===== src/rtl/scalar_wb_arbiter.sv =====
// scalar_wb_arbiter: round-robin write-back arbiter with a register scoreboard; SCALAR_WB_BYPASS_EN enables same-cycle release.
module scalar_wb_arbiter #(
  parameter int LEN = 32
) (
  input  logic                clk,
  input  logic                rst,
  input  logic                rdy_in,
  input  logic [2:0]          req_valid,
  input  logic [2:0][4:0]     req_rd,
  input  logic [2:0][LEN-1:0] req_data,
  output logic [2:0]          req_grant,
  input  logic                issue_valid,
  input  logic [4:0]          issue_rd,
  input  logic [4:0]          issue_rs1,
  input  logic [4:0]          issue_rs2,
  input  logic                issue_use_rs1,
  input  logic                issue_use_rs2,
  output logic                issue_stall,
  output logic                wb_enabled,
  output logic [1:0]          wb_rf_signal,
  output logic [4:0]          wb_rd,
  output logic [LEN-1:0]      wb_data,
  output logic [31:0]         pending_mask
);
  localparam logic [1:0] RF_NOP = 2'b00;
  localparam logic [1:0] SCALAR_RF_WRITE = 2'b01;
  logic [1:0] last, c1, c2, sel;
  logic gnt, accept;
  logic [4:0] g_rd;
  logic [LEN-1:0] g_data;
  logic [31:0] clr, set, view;
  assign c1 = last == 2'd2 ? 2'd0 : last + 2'd1;
  assign c2 = c1 == 2'd2 ? 2'd0 : c1 + 2'd1;
  // search order c1, c2, last: the last winner ends up lowest priority
  always_comb begin
    sel = req_valid[c1] ? c1 : req_valid[c2] ? c2 : last;
    gnt = rst && rdy_in && |req_valid;
    req_grant = '0;
    req_grant[sel] = gnt;
  end
  assign g_rd = req_rd[sel];
  assign g_data = req_data[sel];
  assign clr = gnt ? 32'd1 << g_rd : '0;
`ifdef SCALAR_WB_BYPASS_EN
  assign view = pending_mask & ~clr;
`else
  assign view = pending_mask;
`endif
  assign issue_stall = issue_valid && ((issue_use_rs1 && view[issue_rs1]) ||
                       (issue_use_rs2 && view[issue_rs2]) || view[issue_rd]);
  assign accept = issue_valid && !issue_stall && rdy_in;
  assign set = accept && issue_rd != '0 ? 32'd1 << issue_rd : '0;
  always_ff @(posedge clk) begin
    if (!rst) begin
      pending_mask <= '0;
      last <= 2'd2;
      wb_enabled <= 1'b0;
      wb_rf_signal <= RF_NOP;
      wb_rd <= '0;
      wb_data <= '0;
    end else if (rdy_in) begin
      pending_mask <= ((pending_mask & ~clr) | set) & ~32'd1;
      wb_enabled <= gnt && g_rd != '0;
      wb_rf_signal <= gnt && g_rd != '0 ? SCALAR_RF_WRITE : RF_NOP;
      if (gnt) begin
        last <= sel;
        wb_rd <= g_rd;
        wb_data <= g_data;
      end
    end
  end
endmodule


===== config.mk =====
export PLATFORM = sky130hd
export DESIGN_NAME = scalar_wb_arbiter
export DESIGN_NICKNAME = d
export VERILOG_FILES = /design/src/rtl/scalar_wb_arbiter.sv
export SDC_FILE = /design/constraint.sdc
export NUM_CORES = 1
export LEC_CHECK = 0
export BUFFER_PORTS_ARGS = -buffer_cell sky130_fd_sc_hd__buf_2
export CORE_ASPECT_RATIO = 1.4
export CORE_UTILIZATION = 47
export CTS_BUF_LIST = sky130_fd_sc_hd__clkbuf_16
export DETAILED_ROUTE_END_ITERATION = 12
export PLACE_DENSITY = 0.81
export SLEW_MARGIN = 10
export SYNTH_ARGS = -nofsm -noshare
export SYNTH_HDL_FRONTEND = slang
export SYNTH_SLANG_ARGS = --single-unit

===== constraint.sdc =====
create_clock -name clk -period 3.2 [get_ports clk]
set_input_delay 0.16 -clock clk [delete_from_list [all_inputs] [get_ports clk]]
set_output_delay 0.16 -clock clk [all_outputs]
set_load 0.01 [all_outputs]

==> out/metrics.yaml, run 1 <==
global_route:
  grt_remaining_overflow: 0
  grt_antenna_before_repair: 0
  pin_count_of_the_biggest_net_entering_global_routing: 77
  track_usage_pct: 30.9
  via_count_of_the_first_global_routing_pass: 4827
  grt_first_pass_wirelength_um: 23900
timing:
  period_needed_ns: 2.92
  tightestPinTransition_ns: 1.22
  fin_hold_ws_ns: 0.0910
  hold_viol: 0
  clock-skew-final_ns: 0.00699
  final_min_period_over_clock_period_pct: 91.3
  final.setup.tns_ns: 0
  report.final.setup_viol: 0
  clock.fmax_mhz: 342
  slew_headroom_pct: 18.1
  drv_slew: 0
  unrepaired_setup_endpoints_after_global_routing: "no"
logic_synthesis:
  sequential_fraction_of_the_synthesis_area_pct: 32.5
  synth_top_family_by_area: "compound AO/OA/AOI/OAI gates"
  synth_simple_gate_area_share_pct: 17.6
  ys.flop_type: "sky130_fd_sc_hd__dfxtp_1"
  synth_compound_area_share_pct: 31.0
  synth.area.mux_share_pct: 13.5
  synth.cell_area_um2: 4370
  ys_top_cells_by_area: "sky130_fd_sc_hd__dfxtp_1 (33%), sky130_fd_sc_hd__mux4_2 (8.8%), sky130_fd_sc_hd__a22oi_1 (6.9%)"
  synthDominantCellAreaShare_pct: 32.5
  synth_area_in_adders_pct: 0
  postSynthCellCount: 508
  synth_seq_cells: 71
  synth.yosys.warnings: 0
  syn-mean-instance-area_um2: 8.61
  synth.distinct_cells: 56
  synth_async_sr_flop_share_pct: 0
  synth-edff-count: 0
  synth_largest_area_cell: "sky130_fd_sc_hd__dfxtp_1"
  xor_xnor_fraction_of_synth_area_pct: 0
hold_path:
  timing.hold.worst_path_depth: 3
  hold_class: "input pin to flop"
  worst_hold_path.endpoint: "wb_data[25]"
  min_from: "req_data[57]"
layout:
  finalNetCount: 823
  post_route_cells_drive_above_1_share_pct: 38.1
  seq_area_um2: 1420
  final.fill_count: 819
  postLayoutCoreUtil_pct: 62.8
  n_antenna_cell: 0
  finish.cell_count_without_fillers: 800
  final_area_um2: 5670
  most-common-layout-cells: "sky130_fd_sc_hd__buf_2 (208), sky130_fd_sc_hd__dfxtp_1 (71), sky130_fd_sc_hd__nand2_1 (54), sky130_fd_sc_hd__o21ai_1 (45), sky130_fd_sc_hd__a22oi_1 (40)"
  flow.area_growth_from_synthesis_pct: 29.7
  most_common_library_cell_in_the_layout_ignoring_fill_and_taps: "sky130_fd_sc_hd__buf_2"
  total_area_of_multi_input_combinational_cells_um2: 2730
clocking:
  clkSlewWorstSetupHoldPaths_ns: 0.05
  post_cts.repair.setup_buffers: 0
  cts-root-to-sink-buffers: 2
  cts_buffers: 9
  source_to_sink_clock_delay_at_the_later_pin_of_the_worst_skew_pair_ns: 0.33
  tritoncts: "yes"
  post_cts_resize_count: 0
  number_of_levels_in_the_clock_h_tree: 3
  cts.sinks: 71
  cts.hold.buffers_added: 0
  cts_root_buffer: "sky130_fd_sc_hd__clkbuf_16"
setup_path:
  timing.reg2reg.worst_path_depth: 7
  r2r_end: "pending_mask[16]"
  timing.reg2reg.setup_slack_ns: 0.47
  worst_r2r_startpoint: "last[1]"
  worstSetupStartpointType: "flop"
  cp_max_fo: 19
  path_class: "flop to output pin"
  cp-end-kind: "output pin"
  cp.required_ns: 3.04
  critPathArrivalTime_ns: 2.76
detailed_routing:
  drt_first_pass_iters: 8
  drt_iter0_markers: 354
  drt-total-wl_um: 15000
  wl_per_cell_um: 18.8
  via_per_inst: 6.22
  drtAntennaViolNets: 0
  drt_drc_violations_left: 0
  dr_total_vias: 4978
floorplan:
  fp.dieW_um: 83.5
  floorplan.io_pins: 211
  die_height_um: 116
  initial_core_util_pct: 48.4
  area_of_the_core_um2: 9030
  num_rows: 41
  fp.dieArea_um2: 9700
power:
  leakagePower_uw: 0.00252
  ir_worst_vdd_mv: 0.300
  power.density_cell_area_nw_per_um2: 433
placed_design:
  place_hpwl_um: 11500
  gpl.final_weighted_congestion: 0.931
  detailed_place.area_um2: 5390
  placedCellCount: 784
  numPortBuffers: 208
flow_run:
  drv.max_cap_violation_count: 0
status:
  status: "finished clean"
[synthesized netlist by cell type (2+ instances only)]
library cell and number:
sky130_fd_sc_hd__o21ai_1 45, sky130_fd_sc_hd__buf_2 2, sky130_fd_sc_hd__nand2b_1 8, sky130_fd_sc_hd__inv_1 6
sky130_fd_sc_hd__o22ai_1 2, sky130_fd_sc_hd__nand3_1 30, sky130_fd_sc_hd__buf_1 7, sky130_fd_sc_hd__o21ai_0 2
sky130_fd_sc_hd__nand2_1 54, sky130_fd_sc_hd__o31ai_1 9, sky130_fd_sc_hd__buf_4 5, sky130_fd_sc_hd__a22oi_1 40
sky130_fd_sc_hd__dfxtp_1 71, sky130_fd_sc_hd__nor4_1 2, sky130_fd_sc_hd__o31ai_2 8, sky130_fd_sc_hd__mux2_1 6
sky130_fd_sc_hd__a311oi_1 2, sky130_fd_sc_hd__mux2_2 5, sky130_fd_sc_hd__a22o_1 4, sky130_fd_sc_hd__nor3_1 5
sky130_fd_sc_hd__and3_1 3, sky130_fd_sc_hd__nor2_1 10, sky130_fd_sc_hd__a211oi_1 2, sky130_fd_sc_hd__o211ai_1 33
sky130_fd_sc_hd__mux4_2 17, sky130_fd_sc_hd__o41ai_1 4, sky130_fd_sc_hd__nand4_1 4, sky130_fd_sc_hd__and2_1 19
sky130_fd_sc_hd__buf_6 2, sky130_fd_sc_hd__mux2i_1 7, sky130_fd_sc_hd__a221oi_1 2, sky130_fd_sc_hd__a21boi_1 2
sky130_fd_sc_hd__a21oi_1 32, sky130_fd_sc_hd__or2_1 2, sky130_fd_sc_hd__nor2b_1 4, sky130_fd_sc_hd__or3_1 3
sky130_fd_sc_hd__clkbuf_1 30
[worst max-delay path: stages, from the launching register on]
cell,delay (ns)
sky130_fd_sc_hd__dfxtp_1,0.34
sky130_fd_sc_hd__nor2b_1,0.17
sky130_fd_sc_hd__o32a_1,0.57
sky130_fd_sc_hd__nor3_2,1.05
sky130_fd_sc_hd__buf_2,0.29
[worst max-delay path by stage]
| stage | startpoint | to | slack, ns |
|---|---|---|---|
| 4_1_cts | last[1] | req_grant[0] | 0.31 |
| 3_3_place_gp | last[1] | pending_mask[16] | 0.59 |
| 3_5_place_dp | last[1] | pending_mask[16] | 0.55 |
| 6_report | last[1] | req_grant[0] | 0.28 |
| 5_1_grt | last[1] | req_grant[0] | 0.14 |
| 2_1_floorplan | last[1] | pending_mask[29] | 0.91 |
[cell families (layout without fill, tap and decap cells)]
family / Yosys count / count (layout)
AO/OA/AOI/OAI: 197 / 197
AND/OR/NAND/NOR: 151 / 151
flip-flops: 71 / 71
multiplexers: 36 / 36
other: 1 / 2
buffers and inverters: 52 / 236
[sequential cells by signal, summed over array words and instances, names as in the netlist]
register	cells
last	2
wb_data	32
wb_rd	5
wb_enabled	1
pending_mask	31
[layout make-up]
| class | count | area share [%] |
|---|---|---|
| repair buffers | 214 | 19.2 |
| inverters | 6 | 0.397 |
| clock buffers | 9 | 3.97 |
| well taps | 107 | 2.36 |
| clock inverters | 7 | 0.971 |
| flip-flops and latches | 71 | 25.1 |
| multi-input cells | 386 | 48.1 |
[routing by layer]
| layer | track usage [%] | wire length [µm] | share of wire (%) |
|---|---|---|---|
| met5 | 0 | 0 | 0 |
| met4 | 13.8 | 452 | 3.0 |
| met3 | 6.36 | 1190 | 7.9 |
| met2 | 55.1 | 7620 | 51 |
| met1 | 36.0 | 5760 | 38 |
[per-stage QoR]
step	setup WS, ns	total power [µW]
global route	0.137	2570
finish	0.278	2450
detailed placement	0.550	1510
floorplan	0.908	1300
global placement	0.593	1500
CTS	0.310	2460
[where the power goes]
group,switching [µW],leakage [µW],internal (µW)
combinational,330,0.00180,216
sequential,29.1,0.000577,929
clock,360,0.000143,589
total,719,0.00252,1730
(Power assumes the default switching activity.)
==> run 2, diff against run 1 <==
--- a/config.mk
+++ b/config.mk
@@ -10,7 +10,7 @@
 export CORE_UTILIZATION = 47
 export CTS_BUF_LIST = sky130_fd_sc_hd__clkbuf_16
 export DETAILED_ROUTE_END_ITERATION = 12
-export PLACE_DENSITY = 0.81
+export PLACE_DENSITY = 0.91
 export SLEW_MARGIN = 10
 export SYNTH_ARGS = -nofsm -noshare
 export SYNTH_HDL_FRONTEND = slang
==> out/metrics.yaml, run 2 (same netlist as run 1, synthesis figures left out) <==
status:
  status: "finished clean"
timing:
  period_needed_ns: 2.74  # -0.180 ns
  final.setup.tns_ns: 0  # unchanged
  tightestPinTransition_ns: 0.766  # -0.456 ns
  fin_hold_ws_ns: 0.0822  # -0.00881 ns
  slew_headroom_pct: 48.8  # +31 points
  report.final.setup_viol: 0  # unchanged
  clock-skew-final_ns: 0.00466  # -0.00232 ns
  clock.fmax_mhz: 365  # +6.6%
  hold_viol: 0  # unchanged
  unrepaired_setup_endpoints_after_global_routing: "no"
  final_min_period_over_clock_period_pct: 85.7  # -5.6 points
  drv_slew: 0  # unchanged
setup_path:
  path_class: "flop to flop"
  cp.required_ns: 3.40  # +0.36 ns
  cp-end-kind: "flop"
  critPathArrivalTime_ns: 2.94  # +0.18 ns
  cp_max_fo: 8  # -11
  worstSetupStartpointType: "flop"
layout:
  seq_area_um2: 1420  # unchanged
  biggest_registers_after_layout: "wb_data x32, pending_mask x31, wb_rd x5"
  final_area_um2: 5710  # +0.73%
  finish.cell_count_without_fillers: 800  # unchanged
  n_antenna_cell: 0  # unchanged
  most-common-layout-cells: "sky130_fd_sc_hd__buf_2 (208), sky130_fd_sc_hd__dfxtp_1 (71), sky130_fd_sc_hd__nand2_1 (54), sky130_fd_sc_hd__o21ai_1 (45), sky130_fd_sc_hd__a22oi_1 (40)"
  final.fill_count: 798  # -2.6%
  post_route_cells_drive_above_1_share_pct: 38.8  # +0.72 points
  flow.area_growth_from_synthesis_pct: 30.6
  most_common_library_cell_in_the_layout_ignoring_fill_and_taps: "sky130_fd_sc_hd__buf_2"
  largest_register_ff_count: 32  # unchanged
  top_register: "wb_data"
  total_area_of_multi_input_combinational_cells_um2: 2730  # +0.32%
  finalNetCount: 823  # unchanged
global_route:
  grt_antenna_before_repair: 0  # unchanged
  globalRouteMet3Util_pct: 5.65  # -0.71 points
  grt_most_used_layer: "met2"
  grt_first_pass_wirelength_um: 23300  # -2.5%
  grtUsageMet1_pct: 34.6  # -1.4 points
  pin_count_of_the_biggest_net_entering_global_routing: 77  # unchanged
  via_count_of_the_first_global_routing_pass: 4750  # -1.6%
  track_usage_pct: 30.2  # -0.72 points
  grt_remaining_overflow: 0  # unchanged
  grt_util_met2_pct: 55.0  # -0.11 points
power:
  leakagePower_uw: 0.00253  # +0.45%
  ir_worst_vdd_mv: 0.369  # +23%
  power.density_cell_area_nw_per_um2: 448  # +3.6%
placed_design:
  place_hpwl_um: 11300  # -2.4%
  gpl.final_weighted_congestion: 0.898  # -3.5%
  detailed_place.area_um2: 5390  # unchanged
  numPortBuffers: 208  # unchanged
  placedCellCount: 784  # unchanged
clocking:
  cts_buffers: 9  # unchanged
  cts_root_buffer: "sky130_fd_sc_hd__clkbuf_16"
  source_to_sink_clock_delay_at_the_later_pin_of_the_worst_skew_pair_ns: 0.33  # about the same
  tritoncts: "yes"
  number_of_levels_in_the_clock_h_tree: 3  # unchanged
  cts.sinks: 71  # unchanged
  clkSlewWorstSetupHoldPaths_ns: 0.05  # about the same
  cts-root-to-sink-buffers: 2  # unchanged
  cts.hold.buffers_added: 0  # unchanged
  post_cts.repair.setup_buffers: 0  # unchanged
  post_cts_resize_count: 0  # unchanged
floorplan:
  die_height_um: 116  # unchanged
  initial_core_util_pct: 48.4  # unchanged
  num_rows: 41  # unchanged
  fp.dieArea_um2: 9700  # unchanged
  fp.dieW_um: 83.5  # unchanged
  floorplan.io_pins: 211  # unchanged
  area_of_the_core_um2: 9030  # unchanged
detailed_routing:
  drt_drc_violations_left: 0  # unchanged
  dr_total_vias: 5017  # +0.78%
  via_per_inst: 6.27  # +0.78%
  drt-total-wl_um: 14900  # -0.67%
  drt_first_pass_iters: 6  # -2
  drtAntennaViolNets: 0  # unchanged
  wl_per_cell_um: 18.6  # -0.67%
  drt_iter0_markers: 516  # +46%
flow_run:
  drv.max_cap_violation_count: 0  # unchanged
hold_path:
  hold_class: "input pin to flop"
-- run 2: changes by cell type in the layout (fill, tap and decap cells not counted), sizes merged --
| cell | before | now |
|---|---|---|
| clkinvlp | 0 | 1 |
| clkinv | 5 | 4 |
| bufinv | 1 | 2 |
| inv | 7 | 6 |
-- run 2: worst paths after layout --
check	cells past startpoint	slack, ns	endpoint	startpoint
min reg2reg	2	0.45	wb_data[16]	wb_data[16]
max reg2reg	7	0.46	pending_mask[18]	last[1]
min	3	0.08	wb_data[2]	req_data[34]
max	7	0.46	pending_mask[18]	last[1]
-- run 2: final cells by class --
type | instances | area share, %
clock buffers | 9 | 3.94
clock inverters | 7 | 1.53
inverters | 6 | 0.394
multi-input cells | 386 | 47.9
flip-flops and latches | 71 | 24.9
well taps | 107 | 2.34
repair buffers | 214 | 19.0
-- run 2: per-stage QoR --
step                setup slack (ns)  util [%]  power [µW]
floorplan                      0.908         -        1300
global placement               0.625      59.7        1490
detailed placement             0.544      59.7        1510
CTS                            0.267      63.2        2560
global route                   0.254      63.2        2660
finish                         0.457      63.2        2560
-- run 2: routing by layer --
| metal | share of wire (%) | routed length [µm] | vias to the layer above |
|---|---|---|---|
| li1 | - | - | 2314 |
| met1 | 38 | 5710 | 2360 |
| met2 | 52 | 7720 | 304 |
| met3 | 7.3 | 1090 | 39 |
| met4 | 2.7 | 399 | 0 |
| met5 | 0 | 0 | - |
-- run 2: worst max-delay path: stages, from the launching register on --
cell,delay [ns]
sky130_fd_sc_hd__dfxtp_1,0.40
sky130_fd_sc_hd__nor3b_1,0.33
sky130_fd_sc_hd__a21o_1,0.36
sky130_fd_sc_hd__mux2_2,0.41
sky130_fd_sc_hd__a22oi_1,0.40
sky130_fd_sc_hd__nand3_1,0.33
sky130_fd_sc_hd__o211ai_1,0.28
sky130_fd_sc_hd__o31ai_2,0.09
-- run 2: where the power goes --
group	internal (µW)	switching [µW]	total, µW
Sequential	928	26.7	955
Combinational	216	330	546
Clock	676	381	1060
Total	1820	738	2560
